File: config.mk
export PLATFORM = sky130hd
export DESIGN_NAME = run_ranker
export DESIGN_NICKNAME = d
export VERILOG_FILES = /design/src/rtl/run_ranker_pkg.sv /design/src/rtl/run_ranker_table.sv /design/src/rtl/run_ranker.sv
export SDC_FILE = /design/constraint.sdc
export NUM_CORES = 1
export LEC_CHECK = 0
export BUFFER_PORTS_ARGS = -buffer_cell sky130_fd_sc_hd__clkbuf_2
export CORE_ASPECT_RATIO = 0.75
export CORE_MARGIN = 2
export CORE_UTILIZATION = 55
export CTS_CLUSTER_DIAMETER = 30
export CTS_CLUSTER_SIZE = 8
export DETAILED_ROUTE_END_ITERATION = 16
export HOLD_SLACK_MARGIN = 0.1
export PLACE_DENSITY = 0.75
export SKIP_LAST_GASP = 1
export SLEW_MARGIN = 15
export SYNTH_ARGS = -nofsm -noshare
export SYNTH_HDL_FRONTEND = slang
export SYNTH_SLANG_ARGS = --single-unit
File: constraint.sdc
create_clock -name clock -period 12.81 [get_ports clock]
set_clock_uncertainty 0.2 [all_clocks]
set_input_delay 2.562 -clock clock [delete_from_list [all_inputs] [get_ports clock]]
set_output_delay 2.562 -clock clock [all_outputs]
set_load 0.02 [all_outputs]
File: src/rtl/run_ranker_pkg.sv
// run_ranker_pkg
// Shared definitions for the run ranker: time word width, table depth,
// the insertion FSM state encoding, read-select codes and table-mode codes.
package run_ranker_pkg;

    // Packed digits, most-significant first, so unsigned compare is time order
    localparam int TIME_W = 39;
    localparam int DEPTH  = 3;

    typedef enum logic [2:0] {
        IDLE,
        CMP0,
        CMP1,
        CMP2,
        WRITE
    } state_t;

    localparam logic [2:0] SEL_UP0 = 3'd0;
    localparam logic [2:0] SEL_UP1 = 3'd1;
    localparam logic [2:0] SEL_UP2 = 3'd2;
    localparam logic [2:0] SEL_DN0 = 3'd3;
    localparam logic [2:0] SEL_DN1 = 3'd4;
    localparam logic [2:0] SEL_DN2 = 3'd5;

    localparam logic [1:0] LB_NONE = 2'b00;
    localparam logic [1:0] LB_UP   = 2'b01;
    localparam logic [1:0] LB_DOWN = 2'b10;

endpackage

File: src/rtl/run_ranker_table.sv
// rank_table
// One three-slot ranked table. Slot 0 is best. The table answers "does the
// new time belong at slot cmp_idx" and performs the shift/insert on write.
// Ports:
//   clock, reset      clock and async active-high reset
//   clear             synchronous wipe of all slots
//   new_time          candidate time word
//   cmp_idx           slot currently being compared against
//   place_here        slot cmp_idx is empty or the candidate beats it
//   write_en          insert new_time at write_pos, shifting worse slots down
//   write_pos         insertion slot
//   slot_time         stored time words
//   slot_valid        slot occupancy
module rank_table #(
    parameter int TIME_W     = 39,
    parameter int DEPTH      = 3,
    parameter bit descending = 1'b0
) (
    input  logic                          clock,
    input  logic                          reset,
    input  logic                          clear,
    input  logic [TIME_W-1:0]             new_time,
    input  logic [1:0]                    cmp_idx,
    output logic                          place_here,
    input  logic                          write_en,
    input  logic [1:0]                    write_pos,
    output logic [DEPTH-1:0][TIME_W-1:0]  slot_time,
    output logic [DEPTH-1:0]              slot_valid
);

    logic [TIME_W-1:0] cmp_time;
    logic              cmp_valid;

    // Pick the slot under comparison, then apply the better rule. Ties are not
    // "better", so an equal new time keeps scanning and lands below the old one.
    always_comb begin
        cmp_time  = slot_time[0];
        cmp_valid = slot_valid[0];
        case (cmp_idx)
            2'd1: begin
                cmp_time  = slot_time[1];
                cmp_valid = slot_valid[1];
            end
            2'd2: begin
                cmp_time  = slot_time[2];
                cmp_valid = slot_valid[2];
            end
            default: ;
        endcase
        if (!cmp_valid) begin
            place_here = 1'b1;
        end else if (descending) begin
            place_here = (new_time > cmp_time);
        end else begin
            place_here = (new_time < cmp_time);
        end
    end

    // Insert at write_pos; every slot below it takes its upper neighbour and
    // the old slot 2 falls off the end.
    always_ff @(posedge clock or posedge reset) begin
        if (reset) begin
            slot_time  <= '0;
            slot_valid <= '0;
        end else if (clear) begin
            slot_time  <= '0;
            slot_valid <= '0;
        end else if (write_en) begin
            if (write_pos == 2'd0) begin
                slot_time[0]  <= new_time;
                slot_valid[0] <= 1'b1;
                slot_time[1]  <= slot_time[0];
                slot_valid[1] <= slot_valid[0];
                slot_time[2]  <= slot_time[1];
                slot_valid[2] <= slot_valid[1];
            end else if (write_pos == 2'd1) begin
                slot_time[1]  <= new_time;
                slot_valid[1] <= 1'b1;
                slot_time[2]  <= slot_time[1];
                slot_valid[2] <= slot_valid[1];
            end else begin
                slot_time[2]  <= new_time;
                slot_valid[2] <= 1'b1;
            end
        end
    end

endmodule

File: src/rtl/run_ranker.sv
// run_ranker
// Captures finished stopwatch run times and ranks them into a count-up table
// (smaller is better) and a count-down table (larger is better).
// Ports:
//   clock, reset   clock and async active-high reset
//   clear          synchronous wipe of tables, rank, lb_mode and dropped
//   time_in        finished run time, valid with time_valid
//   time_valid     one-cycle pulse
//   run_down       0 = count-up run, 1 = count-down run
//   rd_sel         0-2 up[0..2], 3-5 down[0..2], 6-7 nothing
//   rd_time        selected entry (0 when empty)
//   rd_valid       selected entry occupied
//   busy           insertion in progress
//   dropped        sticky: a run arrived while busy
//   rank           one-hot place of the last run, 000 = no place
//   lb_mode        table of the last run
//   place_pulse    one-cycle pulse on the place taken
module run_ranker #(
    parameter int TIME_W = run_ranker_pkg::TIME_W,
    parameter int DEPTH  = run_ranker_pkg::DEPTH
) (
    input  logic              clock,
    input  logic              reset,
    input  logic              clear,
    input  logic [TIME_W-1:0] time_in,
    input  logic              time_valid,
    input  logic              run_down,
    input  logic [2:0]        rd_sel,
    output logic [TIME_W-1:0] rd_time,
    output logic              rd_valid,
    output logic              busy,
    output logic              dropped,
    output logic [2:0]        rank,
    output logic [1:0]        lb_mode,
    output logic [2:0]        place_pulse
);

    import run_ranker_pkg::*;

    state_t state_q, state_d;

    logic [TIME_W-1:0] new_time_q;
    logic              new_down_q;
    logic [1:0]        pos_q;
    logic [1:0]        cmp_idx;
    logic              write_up, write_dn;
    logic              up_place, dn_place, win;

    logic [DEPTH-1:0][TIME_W-1:0] up_time, dn_time;
    logic [DEPTH-1:0]             up_valid, dn_valid;

    rank_table #(.TIME_W(TIME_W), .DEPTH(DEPTH), .descending(1'b0)) up_table (
        .clock      (clock),
        .reset      (reset),
        .clear      (clear),
        .new_time   (new_time_q),
        .cmp_idx    (cmp_idx),
        .place_here (up_place),
        .write_en   (write_up),
        .write_pos  (pos_q),
        .slot_time  (up_time),
        .slot_valid (up_valid)
    );

    rank_table #(.TIME_W(TIME_W), .DEPTH(DEPTH), .descending(1'b1)) dn_table (
        .clock      (clock),
        .reset      (reset),
        .clear      (clear),
        .new_time   (new_time_q),
        .cmp_idx    (cmp_idx),
        .place_here (dn_place),
        .write_en   (write_dn),
        .write_pos  (pos_q),
        .slot_time  (dn_time),
        .slot_valid (dn_valid)
    );

    assign win = new_down_q ? dn_place : up_place;

    // State register
    always_ff @(posedge clock or posedge reset) begin
        if (reset) begin
            state_q <= IDLE;
        end else begin
            state_q <= state_d;
        end
    end

    // Next state: scan slots best-first; clear always returns to IDLE
    always_comb begin
        state_d = state_q;
        case (state_q)
            IDLE:    if (time_valid) state_d = CMP0;
            CMP0:    state_d = win ? WRITE : CMP1;
            CMP1:    state_d = win ? WRITE : CMP2;
            CMP2:    state_d = win ? WRITE : IDLE;
            WRITE:   state_d = IDLE;
            default: state_d = IDLE;
        endcase
        if (clear) begin
            state_d = IDLE;
        end
    end

    // FSM outputs; a clear during WRITE suppresses the table write
    always_comb begin
        busy     = (state_q != IDLE);
        cmp_idx  = 2'd0;
        write_up = 1'b0;
        write_dn = 1'b0;
        case (state_q)
            CMP1:    cmp_idx = 2'd1;
            CMP2:    cmp_idx = 2'd2;
            WRITE: begin
                write_up = !new_down_q && !clear;
                write_dn =  new_down_q && !clear;
            end
            default: ;
        endcase
    end

    // Latched run, winning slot and the registered rank/mode/pulse outputs
    always_ff @(posedge clock or posedge reset) begin
        if (reset) begin
            new_time_q  <= '0;
            new_down_q  <= 1'b0;
            pos_q       <= 2'd0;
            rank        <= 3'b000;
            lb_mode     <= LB_NONE;
            place_pulse <= 3'b000;
            dropped     <= 1'b0;
        end else begin
            place_pulse <= 3'b000;
            if (clear) begin
                rank    <= 3'b000;
                lb_mode <= LB_NONE;
                dropped <= 1'b0;
            end else begin
                if (time_valid && busy) begin
                    dropped <= 1'b1;
                end
                case (state_q)
                    IDLE: begin
                        if (time_valid) begin
                            new_time_q <= time_in;
                            new_down_q <= run_down;
                        end
                    end
                    CMP0, CMP1, CMP2: begin
                        if (win) begin
                            pos_q <= cmp_idx;
                        end else if (state_q == CMP2) begin
                            rank    <= 3'b000;
                            lb_mode <= new_down_q ? LB_DOWN : LB_UP;
                        end
                    end
                    WRITE: begin
                        rank        <= 3'b001 << pos_q;
                        lb_mode     <= new_down_q ? LB_DOWN : LB_UP;
                        place_pulse <= 3'b001 << pos_q;
                    end
                    default: ;
                endcase
            end
        end
    end

    logic [TIME_W-1:0] pick_time;
    logic              pick_valid;

    // Read port; empty slots and unused codes read as zero/invalid
    always_comb begin
        pick_time  = '0;
        pick_valid = 1'b0;
        case (rd_sel)
            SEL_UP0: begin pick_time = up_time[0]; pick_valid = up_valid[0]; end
            SEL_UP1: begin pick_time = up_time[1]; pick_valid = up_valid[1]; end
            SEL_UP2: begin pick_time = up_time[2]; pick_valid = up_valid[2]; end
            SEL_DN0: begin pick_time = dn_time[0]; pick_valid = dn_valid[0]; end
            SEL_DN1: begin pick_time = dn_time[1]; pick_valid = dn_valid[1]; end
            SEL_DN2: begin pick_time = dn_time[2]; pick_valid = dn_valid[2]; end
            default: ;
        endcase
        rd_valid = pick_valid;
        rd_time  = pick_valid ? pick_time : '0;
    end

endmodule

* After elaboration in Yosys (flattened, before gate mapping)
Cells that the tools add are included. Widths: inputs -> output; s select.
Operators by class: div/mod/pow operators 0, bitwise gates (word level) 1, equality and inequality tests 15, reductions and logical operators 23, muxes and demuxes 52, multiply operators 0, shifts and indexed selects 1, $add $sub $neg 0, $lt $le $gt $ge 2
Operators by type and width (count):
- $mux 117 | 4
- $pmux 39 s6 | 1
- $mux 39 | 5
- $mux 78 | 2
- $pmux 39 s2 | 2
- $mux 3 | 14
- $gt 39x39->1 | 1
- $lt 39x39->1 | 1
- $eq 3x2->1 const B | 4
- $mux 2 | 6
- $pmux 3 s4 | 1
- $mux 1 | 11
- $eq 3x3->1 const B | 3
- $ne 3x3->1 const B | 3
- $reduce_and 3->1 | 3
- $reduce_bool 3->1 | 3
- $pmux 2 s2 | 2
- $reduce_and 2->1 | 4
- $reduce_bool 2->1 | 4
- $eq 3x1->1 const B | 2
- $logic_not 3->1 | 2
- $pmux 1 s6 | 1
- $pmux 3 s2 | 1
- $eq 2x1->1 const B | 2
- other kinds (8) | 12
Storage, ports and cells: word-level logic and storage cells 114, bits in latches 0, output and inout port bits 50, bits in read-only memories 0, memory bits (writable) 0, memories 0, input bits 47, bits in registers 294

* Depth between registers and ports, before layout
Gate-level depths: netlist of run 1.
depth after elaboration 10, gate-level depth with buffers 17, depth with buffers taken out 14

* Cells and area by module
Synthesis of run 1 repeated with hierarchy kept, for this count alone.
Second synthesis, totals: cell total of the unflattened synthesis 1746, area total of the unflattened synthesis 17665.7 um^2
Modules (own cells, without submodules):
- rank_table (dn_table) | seq. area each 3002.9 um^2, instances 1, cells each 690, area each 6840.3 um^2
- rank_table (up_table) | seq. area each 3002.9 um^2, instances 1, cells each 687, area each 6737.7 um^2
- run_ranker | seq. area each 1351.3 um^2, instances 1, cells each 369, area each 4087.7 um^2

* Worst setup path after synthesis of run 1
No wires, ideal clock.
kind in2out, from in rd_sel[2], to out rd_time[12], setup slack 6.034 ns, cell stages on the path 5, required time 10.048 ns, arrival 4.014 ns, buffers on the path 2, path through nor3b_1 clkbuf_1 clkbuf_1 a22oi_1 a31oi_1
On the way: longest elaborated chain between the ends 3, elaborated cells between the ends (all ways) 9, classes of those cells 5 x eq/ne; 3 x mux; 1 x reduce/logical
RTL lines:
- start: declaration | RTL line run_ranker.sv:28 | input logic [2:0] rd_sel,
- $eq 3x3->1 (tied with other cells) | RTL line run_ranker.sv:175 | case (rd_sel)
- $pmux 39 s6 or $pmux 1 s6 (tied branches) | RTL line run_ranker.sv:175
- $mux 39 (*) | RTL line run_ranker.sv:185 | rd_time = pick_valid ? pick_time : '0;
- end: declaration | RTL line run_ranker.sv:29 | output logic [TIME_W-1:0] rd_time,
Every way passes the cells marked *; elsewhere a longest branch is shown, timed or not.

* Worst setup path in the final report of run 1
from in rd_sel[1], to out rd_time[18]
The elaborated chain is that of the path after synthesis.

==> reports/results.ini, run 1 <==
[route]
drt-total-wl_mm = 55.4
wl_per_cell_microns = 24.4
first_pass_iters = 6
top_layer = met4
final_antenna_net_count = 0
viasPerCell = 6.82
wl_met1_mm = 23.0
drc = 0
wl_met2_mm = 23.4
drtIter0Drc = 1955
vias = 15464
route.met3.wl_mm = 7.06

[critical_path]
cp_slowest_cell = a221oi_4
cp_top_family = buffers and inverters
critPathMaxStageDelay_ps = 630
criticalPathCategory = input port to output pin
cp.arrival_ps = 5190
critPathLaunchType = input port
crit_chain = clkbuf_2, and3b_2, buf_4, a22oi_1, nand2_1, a221oi_4, buf_4, a31oi_1, clkbuf_2
critical_path_required_ps = 10050
crit_path_max_fanout = 40
crit_buf_inv = 4
critPathCaptureType = output pin

[sta]
setup_viol = 0
timing.fmax_ghz = 0.126
setup-tns-final_ps = 0
fin_crit_ps = 7950
drv_slew = 0
slew_headroom_pct = 19.4
finalCritPeriodShare_pct = 62.0
worst_pin_slew_ps = 1210
rsz0062_at_grt = no
hold_viol_final = 0

[pwr]
ir_drop_v = 0.000117
p_leak_nw = 7.96
powerDensity_mw_per_mm2 = 184

[synth]
synthMuxAreaShare_pct = 7.34
synth-main-ff-cell = dfrtp_1
syn_area_sq_mm = 0.0169
ys_seq_area_share_pct = 43.6
synthesis.nets = 1926
yosys.cell_types.count = 58
synth-compound-area-share_pct = 27.5
yosys.area_share.adder_pct = 5.93
synth_edf_count = 0
avgSynthCellArea_sq_um = 9.38
async_flop_share_pct = 100
yosysWarningCount = 0
ys_seq_elements = 294
synth-xor-area-share_pct = 0.0519
synth_top_family_by_area = compound AO/OA/AOI/OAI gates
synthSimpleGateAreaFrac_pct = 11.8
syn_inst = 1799

[global_route]
grt_max_degree = 163
grt_pass1_wl_mm = 86.8
first_global_vias = 15043
antenna_found_initial = 0
grt_usage_pct = 34.8
grt_overflow = 0

[die]
num_rows = 55
core_sq_mm = 0.0301
dieArea_sq_mm = 0.0321
initial_core_util_pct = 56.0
die_w_microns = 206
die_h_microns = 156
boundaryPins = 97

[placed_design]
place_hpwl_mm = 31.3
place_congestion = 0.865
portBuffers = 96

[cts]
htree_levels = 2
clk_pin_slew_worst_paths_ps = 50
cts_resized = 0
cts_root_buf = clkbuf_16
hold_buffers = 0
clock_latency_ps = 580
cts_made_buffers = 56
clkSinkCount = 294
cts_tree = built
cts_setup_buffers = 0
clockBufferDepth = 3

[cells_and_area]
fill_cells = 2430
area_growth_pct = 15.7
postLayoutCoreUtil_pct = 64.8
nets = 1951
drive_gt1_share_pct = 15.0
diodes = 0

[run]
max-cap-violations = 0

[outcome]
outcome = completed

[worst_hold_path]
hp-class = flop to flop

placed cells by master (no fill, tap or decap), types with 3 or more instances in the layout:
cell	netlist	routed
nor2_1	22	20
a221o_1	78	78
clkinv_2	0	10
nor3b_2	0	3
and2_1	42	42
mux2i_1	78	78
dfrtp_1	294	293
o31ai_1	80	80
clkbuf_8	0	9
or3_1	3	3
clkinvlp_4	0	4
a21o_1	11	11
mux2_2	38	38
clkbuf_1	141	12
a21oi_4	0	3
nand2b_1	44	44
o21ai_0	250	250
inv_1	11	9
ha_1	80	78
nor3_1	7	6
clkbuf_16	0	57
a31oi_1	42	40
nand3_1	10	10
nand4_1	10	10
nand2_1	262	262
bufinv_16	0	7
buf_4	0	26
clkbuf_2	0	95
a21oi_1	109	106
a22oi_1	120	120
and3_1	3	3
a221oi_1	6	5
layer usage:
metal  vias up  GRT usage (%)
li1       6816              -
met1      7422           49.7
met2      1055           50.4
met3       171           9.94
met4         0           13.1
met5         -              0
stage by stage:
step / worst slack, ps / power, mW / instance area, sq um / hold slack, ps / std cells
final: 4860 / 3.58 / 19500 / 282 / 2267
after global routing: 4800 / 3.76 / 19500 / 308 / 2267
after CTS: 4940 / 3.56 / 19500 / 289 / 2267
after detailed placement: 4940 / 2.06 / 17600 / 279 / 2165
after global placement: 5010 / 2.03 / 17600 / 261 / 2165
after floorplan: 1930 / 1.79 / 16900 / 272 / 1799
layout make-up:
type | count | area (sq um) | share of cell area [%]
clock buffer | 78 | 1600 | 8.17
clock inverter | 24 | 317 | 1.62
inverter | 11 | 48.8 | 0.250
multi-input combinational | 1339 | 9010 | 46.2
sequential | 294 | 7360 | 37.7
tap | 399 | 499 | 2.56
timing repair buffer | 122 | 691 | 3.54
path summary, 6_finish.rpt:
path | slack [ps] | cells past startpoint | from | to
min in group asynchronous | 1950 | 2 | reset | new_time_q[25]$_DFFE_PP0P_
max in group asynchronous | 8910 | 3 | reset | pos_q[1]$_DFFE_PP0P_
hold / removal | 280 | 1 | rank[1]$_DFFE_PP0P_ | rank[1]$_DFFE_PP0P_
setup / recovery | 4860 | 9 | rd_sel[1] | rd_time[18]
hold reg to reg | 280 | 1 | rank[1]$_DFFE_PP0P_ | rank[1]$_DFFE_PP0P_
setup reg to reg | 6970 | 14 | state_q[2]$_DFFE_PP0P_ | rank[0]$_DFFE_PP0P_
where the power goes:
| part | switching, mW | internal (mW) |
|---|---|---|
| Combinational | 0.439 | 0.322 |
| Clock | 0.496 | 1.00 |
| Sequential | 0.245 | 1.08 |
logic make-up after synthesis:
| family | Yosys count |
|---|---|
| muxes | 118 |
| buffers and inverters | 166 |
| adders and majority gates | 80 |
| and+or+nand+nor | 425 |
| xor gates and xnor gates | 1 |
| AOI/OAI and AO/OA | 715 |
| DFF | 294 |
worst reg2reg max path: stages (launching register included):
cell and delay (ps):
dfrtp_1 460, nor3b_1 420, ha_2 920, buf_4 640, a221o_1 280, o21ai_0 130, ha_1 360, nand4_1 190
nor3_2 320, nand3_1 170, a2111oi_0 500, o21ai_1 210, a41oi_1 440, nor3_1 230, a21o_1 270
state kept, by name (all words and copies together), names as in the netlist:
register,flops
dn_table.slot_valid,3
dn_table.slot_time,117
lb_mode,2
place_pulse,3
rank,3
new_time_q,39
new_down_q,1
state_q,3
dropped,1
up_table.slot_valid,3
up_table.slot_time,117
pos_q,2
cell usage after synthesis (all sizes together) (12+ instances only):
master / n / share of area [%]
and2: 42 / 1.6
dfrtp: 294 / 44
clkbuf: 141 / 3.1
a31oi: 42 / 1.6
mux2i: 78 / 4.6
nand4: 12 / 0.57
o31ai: 80 / 3.6
buf: 14 / 0.36
a22oi: 120 / 5.3
o21ai: 251 / 7.4
a21oi: 109 / 3.2
ha: 80 / 5.9
mux2: 40 / 2.7
nand2b: 44 / 1.6
a221o: 78 / 4.6
nand2: 262 / 5.8
nor2: 22 / 0.49
Power figures use the tool's default switching activity.
==> run 2, diff against run 1 <==
--- a/config.mk
+++ b/config.mk
@@ -13,7 +13,7 @@
 export CTS_CLUSTER_SIZE = 8
 export DETAILED_ROUTE_END_ITERATION = 16
 export HOLD_SLACK_MARGIN = 0.1
-export PLACE_DENSITY = 0.75
+export PLACE_DENSITY = 0.78
 export SKIP_LAST_GASP = 1
 export SLEW_MARGIN = 15
 export SYNTH_ARGS = -nofsm -noshare
==> constraint.sdc (replaced) <==
create_clock -name clock -period 7.1 [get_ports clock]
set_clock_uncertainty 0.2 [all_clocks]
set_input_delay 1.42 -clock clock [delete_from_list [all_inputs] [get_ports clock]]
set_output_delay 1.42 -clock clock [all_outputs]
set_load 0.02 [all_outputs]
==> run 2 against run 1 <==
  * Non-clock buffer count up 2
  * Wire length decreased by 0.58%
  * Utilization decreased by 0.45 points
  * Total power is 75% higher
  * Die area stayed put
  * Global-route usage about the same
  * Highest routed layer is now met5
==> reports/results.ini, run 2 (same netlist as run 1, synthesis figures left out) <==
[cells_and_area]
top_regs = dn_table.slot_time: 117 flops, up_table.slot_time: 117 flops, new_time_q: 39 flops  ; unchanged
final_common_cell = dfrtp_1  ; unchanged
area_growth_pct = 14.9  ; was 15.7%
drive_gt1_share_pct = 15.0  ; about the same
regArea_sq_mm = 0.00736  ; unchanged
diodes = 0  ; unchanged
nets = 1951  ; unchanged
layout.cells.most_common_list = dfrtp_1, nand2_1, o21ai_0, a22oi_1, a21oi_1  ; unchanged
multi_input_area_sq_mm = 0.00901  ; unchanged
design_area_sq_mm = 0.0194  ; was 0.0195 sq mm
fill_cells = 2472  ; was 2,430

[sta]
rsz0062_at_grt = no  ; unchanged
fin_ws_ps = 1750  ; was 4860 ps
finalCritPeriodShare_pct = 75.4
fin_crit_ps = 5350
hold_viol_final = 0  ; unchanged
whs_ps = 284  ; was 282 ps
setup-tns-final_ps = 0  ; unchanged
drv_slew = 0  ; unchanged
timing.fmax_ghz = 0.187
slew_headroom_pct = 18.7  ; was 19.4%
worst_pin_slew_ps = 1220  ; was 1210 ps
setup_viol = 0  ; unchanged

[die]
initial_core_util_pct = 56.0  ; unchanged
boundaryPins = 97  ; unchanged
dieArea_sq_mm = 0.0321  ; unchanged
core_sq_mm = 0.0301  ; unchanged
die_h_microns = 156  ; unchanged
num_rows = 55  ; unchanged
die_w_microns = 206  ; unchanged

[route]
first_pass_iters = 6  ; unchanged
vias = 15729  ; was 15,464
final_antenna_net_count = 0  ; unchanged
drtIter0Drc = 2206  ; was 1,955
drt-total-wl_mm = 55.1  ; was 55.4 mm
viasPerCell = 6.97  ; was 6.82
drc = 0  ; unchanged
wl_per_cell_microns = 24.4  ; about the same

[placed_design]
place_hpwl_mm = 32.1  ; was 31.3 mm
portBuffers = 96  ; unchanged
place_congestion = 0.917  ; was 0.865
placed_cell_area_sq_mm = 0.0176  ; about the same
dp_slack_ps = 1870  ; was 4940 ps

[pwr]
p_sw_mw = 2.10  ; was 1.18 mW
total_power_mw = 6.25  ; was 3.58 mW
netSwitchingFraction_pct = 33.6  ; was 32.9%
powerDensity_mw_per_mm2 = 323  ; was 184 mW/mm^2
p_int_mw = 4.15  ; was 2.40 mW
p_leak_nw = 7.90  ; was 7.96 nW
ir_drop_v = 0.000217  ; was 0.000117 V
power_frac_comb_pct = 22.0  ; was 21.3%
power_frac_seq_pct = 38.4  ; was 37.0%
p_clk_share_pct = 39.6  ; was 41.7%

[outcome]
outcome = completed  ; unchanged

[global_route]
grt_usage_pct = 34.8  ; about the same
grt_pass1_wl_mm = 87.4  ; was 86.8 mm
grt_overflow = 0  ; unchanged
first_global_vias = 15494  ; was 15,043
grt_max_degree = 122  ; was 163
antenna_found_initial = 1  ; was 0

[critical_path]
crit_path_max_fanout = 48  ; was 40
criticalPathCategory = flop to flop  ; was input port to output pin
critPathLaunchType = flop  ; was input port
critPathMaxStageDelay_ps = 840  ; was 630 ps
critical_path_required_ps = 7360  ; was 10,050 ps
cp_slowest_cell = ha_2  ; was a221oi_4
critPathCaptureType = flop  ; was output pin
r2r_slack_ps = 1750  ; was 6970 ps
crit_chain = nor3b_1, ha_2, buf_12, a221o_1, o21ai_0, ha_1, nand4_1, nor3_2, nand3_1, a2111oi_0, o21ai_1, a41oi_1, nor3_1, a21o_1  ; was clkbuf_2, and3b_2, buf_4, a22oi_1, nand2_1, a221oi_4, buf_4, a31oi_1, clkbuf_2
cp.arrival_ps = 5620  ; was 5190 ps

[cts]
hold_buffers = 0  ; unchanged
cts_tree = built  ; unchanged
cts_resized = 0  ; unchanged
htree_levels = 2  ; unchanged
cts_root_buf = clkbuf_16  ; unchanged
clkSinkCount = 294  ; unchanged
cts_setup_buffers = 0  ; unchanged
clk_pin_slew_worst_paths_ps = 50  ; about the same
clock_latency_ps = 570  ; was 580 ps
cts_made_buffers = 54  ; was 56
clockBufferDepth = 3  ; unchanged

[worst_hold_path]
hp-class = flop to flop  ; unchanged

[run]
max-cap-violations = 0  ; unchanged

run 2: changes by cell type in the layout (fill, tap and decap cells not counted), sizes merged:
| cell | change |
|---|---|
| inv | -3 |
| clkinvlp | +1 |
| clkbuf | -7 |
| buf | +2 |
| bufinv | -5 |
| clkinv | +2 |
run 2: per-stage QoR:
stage | std cells | utilization [%]
2_1_floorplan | 1799 | -
3_3_place_gp | 2167 | 58.5
3_5_place_dp | 2167 | 58.5
4_1_cts | 2257 | 64.3
5_1_grt | 2257 | 64.3
6_report | 2257 | 64.3
run 2: final cells by class:
| class | instances | area share, % |
|---|---|---|
| multi-input cells | 1339 | 46.5 |
| flip-flops and latches | 294 | 38.0 |
| clock inverters | 19 | 0.839 |
| clock buffers | 71 | 8.20 |
| well taps | 399 | 2.57 |
| repair buffers | 124 | 3.70 |
| inverters | 11 | 0.232 |
run 2: worst max-delay path, delay by kind of cell, from the launching register on:
kind            cells  cell delay, ps
flops               1             450
buf+inv             1             360
fa+ha+maj           2            1180
simple gates        5            1300
compound gates      6            1720
run 2: power by group through the flow:
stage | Clock [mW] | Combinational (mW) | Sequential [mW]
3_3_place_gp | 0 | 1.28 | 2.39
5_1_grt | 2.57 | 1.56 | 2.44
2_1_floorplan | 0 | 0.999 | 2.23
6_report | 2.48 | 1.37 | 2.40
3_5_place_dp | 0 | 1.34 | 2.40
4_1_cts | 2.50 | 1.35 | 2.38
run 2: path summary, 6_finish.rpt:
path | startpoint | endpoint | depth (start not counted)
worst max-delay path | state_q[1]$_DFFE_PP0P_ | rank[2]$_DFFE_PP0P_ | 14
worst min-delay path | rank[1]$_DFFE_PP0P_ | rank[1]$_DFFE_PP0P_ | 1
worst max register to register | state_q[1]$_DFFE_PP0P_ | rank[2]$_DFFE_PP0P_ | 14
worst min register to register | rank[1]$_DFFE_PP0P_ | rank[1]$_DFFE_PP0P_ | 1
max in group asynchronous | reset | dn_table.slot_time[86]$_DFFE_PP0P_ | 3
min in group asynchronous | reset | new_time_q[32]$_DFFE_PP0P_ | 2
run 2: metal layers:
layer / part of all wire [%] / GRT usage (%)
met5: 0.024 / 0
met4: 4.0 / 14.9
met3: 13 / 9.50
met1: 41 / 49.5
met2: 42 / 50.0
